**src/rtl/pipe_ctrl_pkg.sv**
```systemverilog
// Shared types for the pipeline stall/flush sequencer.
// Holds the FSM state, the stage-enable bundle and the stage count.
package pipe_ctrl_pkg;

  localparam int unsigned N_STAGES = 5;

  typedef enum logic [1:0] {
    ST_RUN,
    ST_MEM_WAIT,
    ST_FLUSH
  } ctrl_state_t;

  typedef struct packed {
    logic f;
    logic d;
    logic e;
    logic m;
    logic w;
  } stage_en_t;

endpackage

```
**src/rtl/pipeline_ctrl_sat_counter.sv**
```systemverilog
// Saturating up-counter with synchronous clear.
// Ports: clk, rst_n (sync, active-low), i_clr, i_inc, o_q[W].
module sat_counter #(
  parameter int W = 16
) (
  input  logic         clk,
  input  logic         rst_n,
  input  logic         i_clr,
  input  logic         i_inc,
  output logic [W-1:0] o_q
);

  logic [W-1:0] r_q;

  always_ff @(posedge clk) begin
    if (!rst_n) begin
      r_q <= '0;
    end else if (i_clr) begin
      r_q <= '0;
    end else if (i_inc && (r_q != '1)) begin
      r_q <= r_q + 1'b1;
    end
  end

  assign o_q = r_q;

endmodule

```
**src/rtl/pipeline_ctrl.sv**
```systemverilog
// Stall/flush sequencer for the 5-stage pipeline: stage enables,
// stage valid bits, PC redirect load, stall counter, miss timeout.
// Ports: clk, rst_n, hazard_rs1_i, hazard_rs2_i, dmem_stall_i,
// imem_stall_i, redirect_i, en_{f,d,e,m,w}_o, valid_{d,e,m,w}_o,
// pc_load_o, stall_cnt_o[CNT_W], err_timeout_o.
module pipeline_ctrl
  import pipe_ctrl_pkg::*;
#(
  parameter int FLUSH_CYCLES = 1,
  parameter int CNT_W        = 16,
  parameter int MISS_TIMEOUT = 255
) (
  input  logic             clk,
  input  logic             rst_n,
  input  logic             hazard_rs1_i,
  input  logic             hazard_rs2_i,
  input  logic             dmem_stall_i,
  input  logic             imem_stall_i,
  input  logic             redirect_i,
  output logic             en_f_o,
  output logic             en_d_o,
  output logic             en_e_o,
  output logic             en_m_o,
  output logic             en_w_o,
  output logic             valid_d_o,
  output logic             valid_e_o,
  output logic             valid_m_o,
  output logic             valid_w_o,
  output logic             pc_load_o,
  output logic [CNT_W-1:0] stall_cnt_o,
  output logic             err_timeout_o
);

  localparam int TW =
    (MISS_TIMEOUT < 2) ? 1 : $clog2(MISS_TIMEOUT + 1);
  localparam logic [TW-1:0] LP_MISS = TW'(MISS_TIMEOUT);
  localparam logic [2:0] LP_FLUSH = 3'(FLUSH_CYCLES);

  ctrl_state_t r_state;
  ctrl_state_t w_state_nx;
  logic [2:0]  r_fcnt;
  logic [2:0]  w_fcnt_nx;
  logic        r_vd, r_ve, r_vm, r_vw;
  logic        w_vd_nx, w_ve_nx, w_vm_nx, w_vw_nx;
  logic        r_err;
  stage_en_t   w_en;
  logic        w_pc_load;

  logic w_r1, w_r2, w_r3, w_r4;
  logic w_hit;
  logic [TW-1:0] w_tmr;

  // One-hot rule selects, highest priority first.
  assign w_r1 = dmem_stall_i & r_vm;
  assign w_r2 = ~w_r1 & (hazard_rs1_i | hazard_rs2_i)
              & r_ve & r_vm;
  assign w_r3 = ~w_r1 & ~w_r2 & redirect_i & r_ve;
  assign w_r4 = ~w_r1 & ~w_r2 & ~w_r3
              & (imem_stall_i | (r_state == ST_FLUSH));

  always_comb begin
    w_en      = '{f: 1'b1, d: 1'b1, e: 1'b1, m: 1'b1, w: 1'b1};
    w_pc_load = 1'b0;
    w_vd_nx   = 1'b1;
    w_ve_nx   = r_vd;
    w_vm_nx   = r_ve;
    w_vw_nx   = r_vm;
    unique case (1'b1)
      w_r1: begin
        w_en    = '{f: 1'b0, d: 1'b0, e: 1'b0, m: 1'b0, w: 1'b1};
        w_vd_nx = r_vd;
        w_ve_nx = r_ve;
        w_vm_nx = r_vm;
        w_vw_nx = 1'b0;
      end
      w_r2: begin
        w_en    = '{f: 1'b0, d: 1'b0, e: 1'b0, m: 1'b1, w: 1'b1};
        w_vd_nx = r_vd;
        w_ve_nx = r_ve;
        w_vm_nx = 1'b0;
      end
      w_r3: begin
        w_pc_load = 1'b1;
        w_vd_nx   = 1'b0;
        w_ve_nx   = 1'b0;
        w_vm_nx   = 1'b1;
      end
      w_r4: begin
        w_en.f  = 1'b0;
        w_en.d  = 1'b0;
        w_vd_nx = 1'b0;
      end
      default: begin
      end
    endcase
    if (!rst_n) begin
      w_en      = '{f: 1'b0, d: 1'b0, e: 1'b0, m: 1'b0, w: 1'b0};
      w_pc_load = 1'b0;
    end
  end

  // A miss during FLUSH freezes the flush count rather than
  // abandoning it, so the new-PC fetch window is still honoured.
  always_comb begin
    w_state_nx = r_state;
    w_fcnt_nx  = r_fcnt;
    if (w_r1) begin
      if (r_state == ST_RUN) w_state_nx = ST_MEM_WAIT;
    end else begin
      unique case (r_state)
        ST_MEM_WAIT: w_state_nx = ST_RUN;
        ST_FLUSH: begin
          if (r_fcnt <= 3'd1) begin
            w_state_nx = ST_RUN;
            w_fcnt_nx  = 3'd0;
          end else begin
            w_fcnt_nx  = r_fcnt - 3'd1;
          end
        end
        default: begin
        end
      endcase
      if (w_r3) begin
        w_state_nx = ST_FLUSH;
        w_fcnt_nx  = LP_FLUSH;
      end
    end
  end

  always_ff @(posedge clk) begin
    if (!rst_n) begin
      r_state <= ST_RUN;
      r_fcnt  <= 3'd0;
      r_vd    <= 1'b0;
      r_ve    <= 1'b0;
      r_vm    <= 1'b0;
      r_vw    <= 1'b0;
      r_err   <= 1'b0;
    end else begin
      r_state <= w_state_nx;
      r_fcnt  <= w_fcnt_nx;
      r_vd    <= w_vd_nx;
      r_ve    <= w_ve_nx;
      r_vm    <= w_vm_nx;
      r_vw    <= w_vw_nx;
      if (w_hit) r_err <= 1'b1;
    end
  end

  // Timer reads k-1 during the k-th MEM_WAIT cycle.
  sat_counter #(.W(TW)) u_tmr (
    .clk   (clk),
    .rst_n (rst_n),
    .i_clr (r_state != ST_MEM_WAIT),
    .i_inc (1'b1),
    .o_q   (w_tmr)
  );

  assign w_hit = (MISS_TIMEOUT != 0)
               && (r_state == ST_MEM_WAIT)
               && (w_tmr == LP_MISS);

  sat_counter #(.W(CNT_W)) u_stall (
    .clk   (clk),
    .rst_n (rst_n),
    .i_clr (1'b0),
    .i_inc (~w_en.e),
    .o_q   (stall_cnt_o)
  );

  assign en_f_o        = w_en.f;
  assign en_d_o        = w_en.d;
  assign en_e_o        = w_en.e;
  assign en_m_o        = w_en.m;
  assign en_w_o        = w_en.w;
  assign valid_d_o     = r_vd;
  assign valid_e_o     = r_ve;
  assign valid_m_o     = r_vm;
  assign valid_w_o     = r_vw;
  assign pc_load_o     = w_pc_load;
  assign err_timeout_o = r_err | w_hit;

endmodule
```
**config.mk**
```make
export PLATFORM = sky130hd
export DESIGN_NAME = pipeline_ctrl
export DESIGN_NICKNAME = d
export VERILOG_FILES = /design/src/rtl/pipe_ctrl_pkg.sv /design/src/rtl/pipeline_ctrl_sat_counter.sv /design/src/rtl/pipeline_ctrl.sv
export SDC_FILE = /design/constraint.sdc
export NUM_CORES = 1
export LEC_CHECK = 0
export CORE_MARGIN = 4
export CORE_UTILIZATION = 47
export DETAILED_ROUTE_END_ITERATION = 8
export PLACE_DENSITY = 0.79
export REMOVE_ABC_BUFFERS = 1
export SLEW_MARGIN = 10
export SYNTH_ARGS = -nofsm -noshare
export SYNTH_HDL_FRONTEND = slang
export SYNTH_HIERARCHICAL = 1
export SYNTH_SLANG_ARGS = --single-unit
```
**constraint.sdc**
```tcl
create_clock -name clk -period 1.8 [get_ports clk]
set_clock_uncertainty 0.2 [all_clocks]
set_input_delay 0.27 -clock clk [delete_from_list [all_inputs] [get_ports clk]]
set_output_delay 0.27 -clock clk [all_outputs]
set_load 0.005 [all_outputs]
```
# Yosys cells after proc, flatten, opt, wreduce, memory -nomap -nowiden
# Index checks and enable logic that the tools add are counted.
dict set report op_classes {
  n_mux 16
  addsub 3
  magnitude_cmp 1
  n_eq_ne 8
  n_reduce_logical 12
  bitwise_logic 17
}
# cell count
set ops {}
lappend ops {{$add 16x1->16 const B} 1}
lappend ops {{$ne 16x16->1 const B} 1}
lappend ops {{$mux 2} 5}
lappend ops {{$and 1x1->1} 9}
lappend ops {{$mux 3} 3}
lappend ops {{$add 8x1->8 const B} 1}
lappend ops {{$eq 8x8->1 const B} 1}
lappend ops {{$ne 8x8->1 const B} 1}
lappend ops {{$reduce_or 2->1} 4}
lappend ops {{$pmux 3 s2} 1}
lappend ops {{$mux 5} 1}
lappend ops {{$not 1->1} 5}
lappend ops {{$ne 2x1->1 const B} 2}
lappend ops {{$ne 4x3->1 const B} 1}
lappend ops {{$pmux 1 s2} 2}
lappend ops {{$pmux 2 s2} 1}
lappend ops {{$reduce_bool 4->1} 1}
lappend ops {{$le 3x1->1 const B} 1}
lappend ops {{$or 1x1->1} 3}
lappend ops {{$pmux 1 s3} 1}
lappend ops {{$reduce_and 3->1} 1}
lappend ops {{$reduce_or 3->1} 1}
lappend ops {{$sub 3x1->3 const B} 1}
lappend ops {{$eq 2x1->1 const B} 1}
lappend ops {{6 further kinds} 8}
dict set report word_totals {
  elab_cells 66
  regBits 34
  in_bits 7
  out_inout_bits 27
}

# Longest topological paths before layout
dict set report logic_depth {
  ltp_word 17
  depth_mapped 7
  depth_no_buf 7
}

# By module
# The synthesis kept the hierarchy.
# mod cells_per_inst area_each_um2 instances seq_area_each_um2
set by_module_without_submodules {}
lappend by_module_without_submodules {{sat_counter (u_stall)} 91 864.6 1 320.3}
lappend by_module_without_submodules {pipeline_ctrl 72 543.0 1 200.2}
lappend by_module_without_submodules {{sat_counter (u_tmr)} 46 421.7 1 160.2}

# Worst setup path after synthesis
# OpenSTA, ideal clock, no wires.
dict set report synth_timing {
  path_type {flip-flop to flip-flop}
  start {register r_ve (netlist: valid_e_o)}
  end {register u_stall.r_q[13] (netlist: u_stall/o_q[13])}
  stages_incl_launch_ff 8
  n_path_buf 0
  setup_slack_ns -0.246
  arrival_ns 1.775
  required_ns 1.529
  path_cell_list {dfxtp_1 -> o21a_1 -> o21ai_0 -> nand2_1 -> and4_2 -> nand3_4 -> or4_1 -> a21oi_1}
}
dict set report synth_between {
  elab_chain_len 6
}
# element line_no
set synth_lines {}
lappend synth_lines {{start, declared} pipeline_ctrl.sv:43} ;# logic r_vd, r_ve, r_vm, r_vw;
lappend synth_lines {{start signal, assigned} pipeline_ctrl.sv:143} ;# r_ve <= w_ve_nx;
lappend synth_lines {{$and 1x1->1 (2 in a row)} pipeline_ctrl.sv:56} ;# & r_ve & r_vm;
lappend synth_lines {{$pmux 3 s2} pipeline_ctrl.sv:68} ;# unique case (1'b1)
lappend synth_lines {{$mux 5} pipeline_ctrl.sv:96} ;# if (!rst_n) begin
lappend synth_lines {{$not 1->1} pipeline_ctrl.sv:167} ;# .i_inc (~w_en.e),
lappend synth_lines {{$logic_and 1x1->1} pipeline_ctrl_sat_counter.sv:20} ;# end else if (i_inc && (r_q != '1)) begin
lappend synth_lines {{end signal, assigned} pipeline_ctrl_sat_counter.sv:21} ;# r_q <= r_q + 1'b1;
lappend synth_lines {{end, declared} pipeline_ctrl_sat_counter.sv:13} ;# logic [W-1:0] r_q;
# Every way passes these cells.
# A chain may end at the register's enable or synchronous reset.

# Worst setup path in the final report
dict set report layout_timing {
  start {register r_ve (netlist: valid_e_o)}
  end {register u_stall.r_q[9] (netlist: u_stall/o_q[9])}
}
# The elaborated chain is that of the path after synthesis.

==> impl_metrics.py <==
metrics = {
    "clock_network": {
        "cts.htree.levels": 2,
        "path_clk_slew_ps": 70,
        "clk_latency_ps": 290,
        "clkSinkCount": 34,
        "cts_root_buf": "clkbuf_8",
        "cts_inserted_buffers": 5,
        "tritoncts": "done",
        "hold_buffers": 0,
        "cts_buffer_depth": 2,
    },
    "sta": {
        "worst_slack_ps": -14.8,
        "hold_viol_final": 0,
        "period_share": 1.01,
        "rsz0062_at_grt": "true",
        "fmax_mhz": 551,
        "fin_crit_ps": 1810,
        "drv_slew": 0,
        "setup_viol": 2,
    },
    "yosys": {
        "synthArstFlopShare": 0,
        "synth_seq_area_share": 0.372,
        "synthDistinctLibCells": 52,
        "synth_area_um2": 1830,
        "netlist_instances": 209,
        "ys_seq_elements": 34,
        "synth_top_flop_cell": "dfxtp_1",
        "synth_edf_count": 0,
        "avgSynthCellArea_um2": 8.75,
        "ys_warn_count": 6,
    },
    "worst_setup_path": {
        "arrival_ps": 1850,
        "required_ps": 1830,
        "critPathLaunchType": "flop",
        "slowest_stage": "or4_4",
        "reg2reg_slack_ps": -10,
        "worstPathCellList": "o21a_1 > o21ai_2 > nand2_2 > and4_4 > nand3_4 > or4_4 > a21oi_2",
        "crit_type": "flop to flop",
        "end_kind": "flop",
        "critPathMaxFanout": 8,
        "critPathMaxStageDelay_ps": 430,
    },
    "power_and_ir_drop": {
        "power_mw": 1.49,
        "p_seq_frac": 0.512,
        "worst_ir_drop_vdd_mv": 0.400,
        "switching_share": 0.233,
        "p_switching_mw": 0.348,
        "clock_power_share": 0.394,
        "leakagePower_nw": 1.19,
        "power.share.combinational": 0.094,
        "p_per_area_nw_per_um2": 542,
        "internal_power_mw": 1.15,
    },
    "placed_design": {
        "place_congestion": 0.863,
        "port_buffers": 33,
        "place_hpwl_um": 3400,
        "placed_area_um2": 2560,
    },
    "global_route": {
        "grt_pass1_wl_um": 7820,
        "antenna_found_initial": 0,
        "grt_max_degree": 12,
        "grt_overflow": 0,
        "grt_usage": 0.194,
        "grt_pass1_vias": 1802,
    },
    "run_status": {
        "violations": "negative setup slack",
        "status": "finished with violations",
    },
    "routing": {
        "drc": 0,
        "routed_via_density": 5.53,
        "drt-pass1-iter-count": 5,
        "drtIter0Drc": 158,
        "wirelength_um": 4900,
        "vias": 1930,
        "ant_nets": 0,
        "wire_per_inst_um": 14.1,
    },
    "layout": {
        "final_nets": 311,
        "final_cell_mix": "46 x buf_4, 27 x dfxtp_1, 22 x clkdlybuf4s50_1",
        "layout_commonest_cell": "buf_4",
        "stdcell_area_um2": 2760,
        "areaGrowthSynthToFinish_pct": 50.7,
        "layout-drive-gt1-share": 0.296,
        "diodes": 0,
    },
    "floorplan": {
        "start_util": 0.492,
        "ios": 34,
        "row_count": 22,
        "die_w_um": 70.4,
        "die-height_um": 70.4,
        "dieArea_um2": 4950,
        "core_um2": 3720,
    },
    "hold_path": {
        "hold_class": "primary input to flop",
    },
    "run": {
        "cap_violations": 0,
    },
}
-- worst paths after layout --
| check | depth (start not counted) | startpoint | end |
|---|---|---|---|
| setup / recovery | 7 | valid_e_o | u_stall/o_q[9] |
| hold / removal | 2 | dmem_stall_i | valid_w_o |
| setup reg to reg | 7 | valid_e_o | u_stall/o_q[9] |
| hold reg to reg | 2 | valid_d_o | valid_d_o |
-- critical path: cells and delay by family (launching register included) --
family | cells | cell delay [ps]
AO/OA/AOI/OAI | 3 | 360
flip-flops | 1 | 330
AND/OR/NAND/NOR | 4 | 890
-- power groups by stage --
stage | Sequential, mW | Combinational (mW) | Clock (mW)
finish | 0.764 | 0.140 | 0.589
global route | 0.765 | 0.154 | 0.644
CTS | 0.766 | 0.134 | 0.599
detailed placement | 0.783 | 0.136 | 0
global placement | 0.783 | 0.134 | 0
floorplan | 0.785 | 0.0465 | 0
-- cells by family (layout without fill, tap and decap cells) --
group           Yosys count  count (layout)  share of synthesized area
xor+xnor                  4               4                     0.0192
flops                    34              34                      0.372
fa+ha+maj                 4               4                     0.0274
mux                       4               4                     0.0219
buf+inv                  12              98                     0.0287
compound gates           51              51                      0.202
other cells               2               8                    0.00411
simple gates             98              98                      0.324
-- state kept, by name, indices dropped and copies added, names as in the netlist --
register     flops
valid_w_o        1
r_state          2
u_stall/o_q     16
valid_d_o        1
r_err            1
r_fcnt           3
u_tmr/o_q        8
valid_m_o        1
valid_e_o        1
-- cell type report --
| type | instances | area [um^2] |
|---|---|---|
| fillers | 277 | 960 |
| well taps | 48 | 60.1 |
| multi-input cells | 169 | 1190 |
| inverters | 8 | 30.0 |
| flip-flops and latches | 34 | 692 |
| clock buffers | 7 | 86.3 |
| repair buffers | 82 | 696 |
| clock inverters | 1 | 5.00 |
-- per-layer routing --
layer | global-route usage | vias up | part of all wire | routed length [um]
met4 | 0.0681 | 0 | 0.021 | 101
li1 | - | 959 | - | -
met1 | 0.233 | 891 | 0.43 | 2110
met3 | 0.0532 | 11 | 0.060 | 296
met5 | 0 | - | 0 | 0
met2 | 0.330 | 69 | 0.49 | 2400
-- synthesized netlist by cell type (all sizes together), types with 2 or more instances --
cell type	count	area [um^2]
a21boi	2	18.8
nor2	14	52.6
or3	3	18.8
and4	8	75.1
a21oi	13	68.8
buf	2	15.0
mux2i	4	40.0
o31ai	3	22.5
nand2	21	78.8
dfxtp	34	681
xor2	3	26.3
inv	8	30.0
o211ai	2	15.0
nor3	4	25.0
a31oi	4	25.0
o21a	2	15.0
o311ai	3	33.8
nor4	3	18.8
nand2b	7	43.8
ha	4	50.1
and3	3	18.8
nor2b	5	33.8
conb	2	7.51
or4	2	15.0
o21ai	11	55.1
nand4	10	92.6
nand3	8	52.6
clkbuf	2	7.51
o41ai	3	45.1
and2	7	43.8
-- timing repair --
item                                    CTS  global route
gates resized for setup                  33            25
hold endpoints to repair                  0             0
pin swaps                                10            10
setup buffers                             3             2
endpoints found under the setup margin   24            23
-- per-stage QoR --
step / setup slack, ps / util / setup TNS, ps / std cells / hold WS, ps
after global placement: -566 / 0.688 / -9560 / 337 / 273
after floorplan: -248 / - / -1660 / 211 / 192
final: -14.8 / 0.742 / -26.9 / 349 / 123
after CTS: 1.40 / 0.721 / 0 / 347 / 274
after detailed placement: -641 / 0.688 / -11220 / 337 / 285
after global routing: -159 / 0.742 / -857 / 349 / 121
Note: power is estimated with default switching activity, not from simulation.
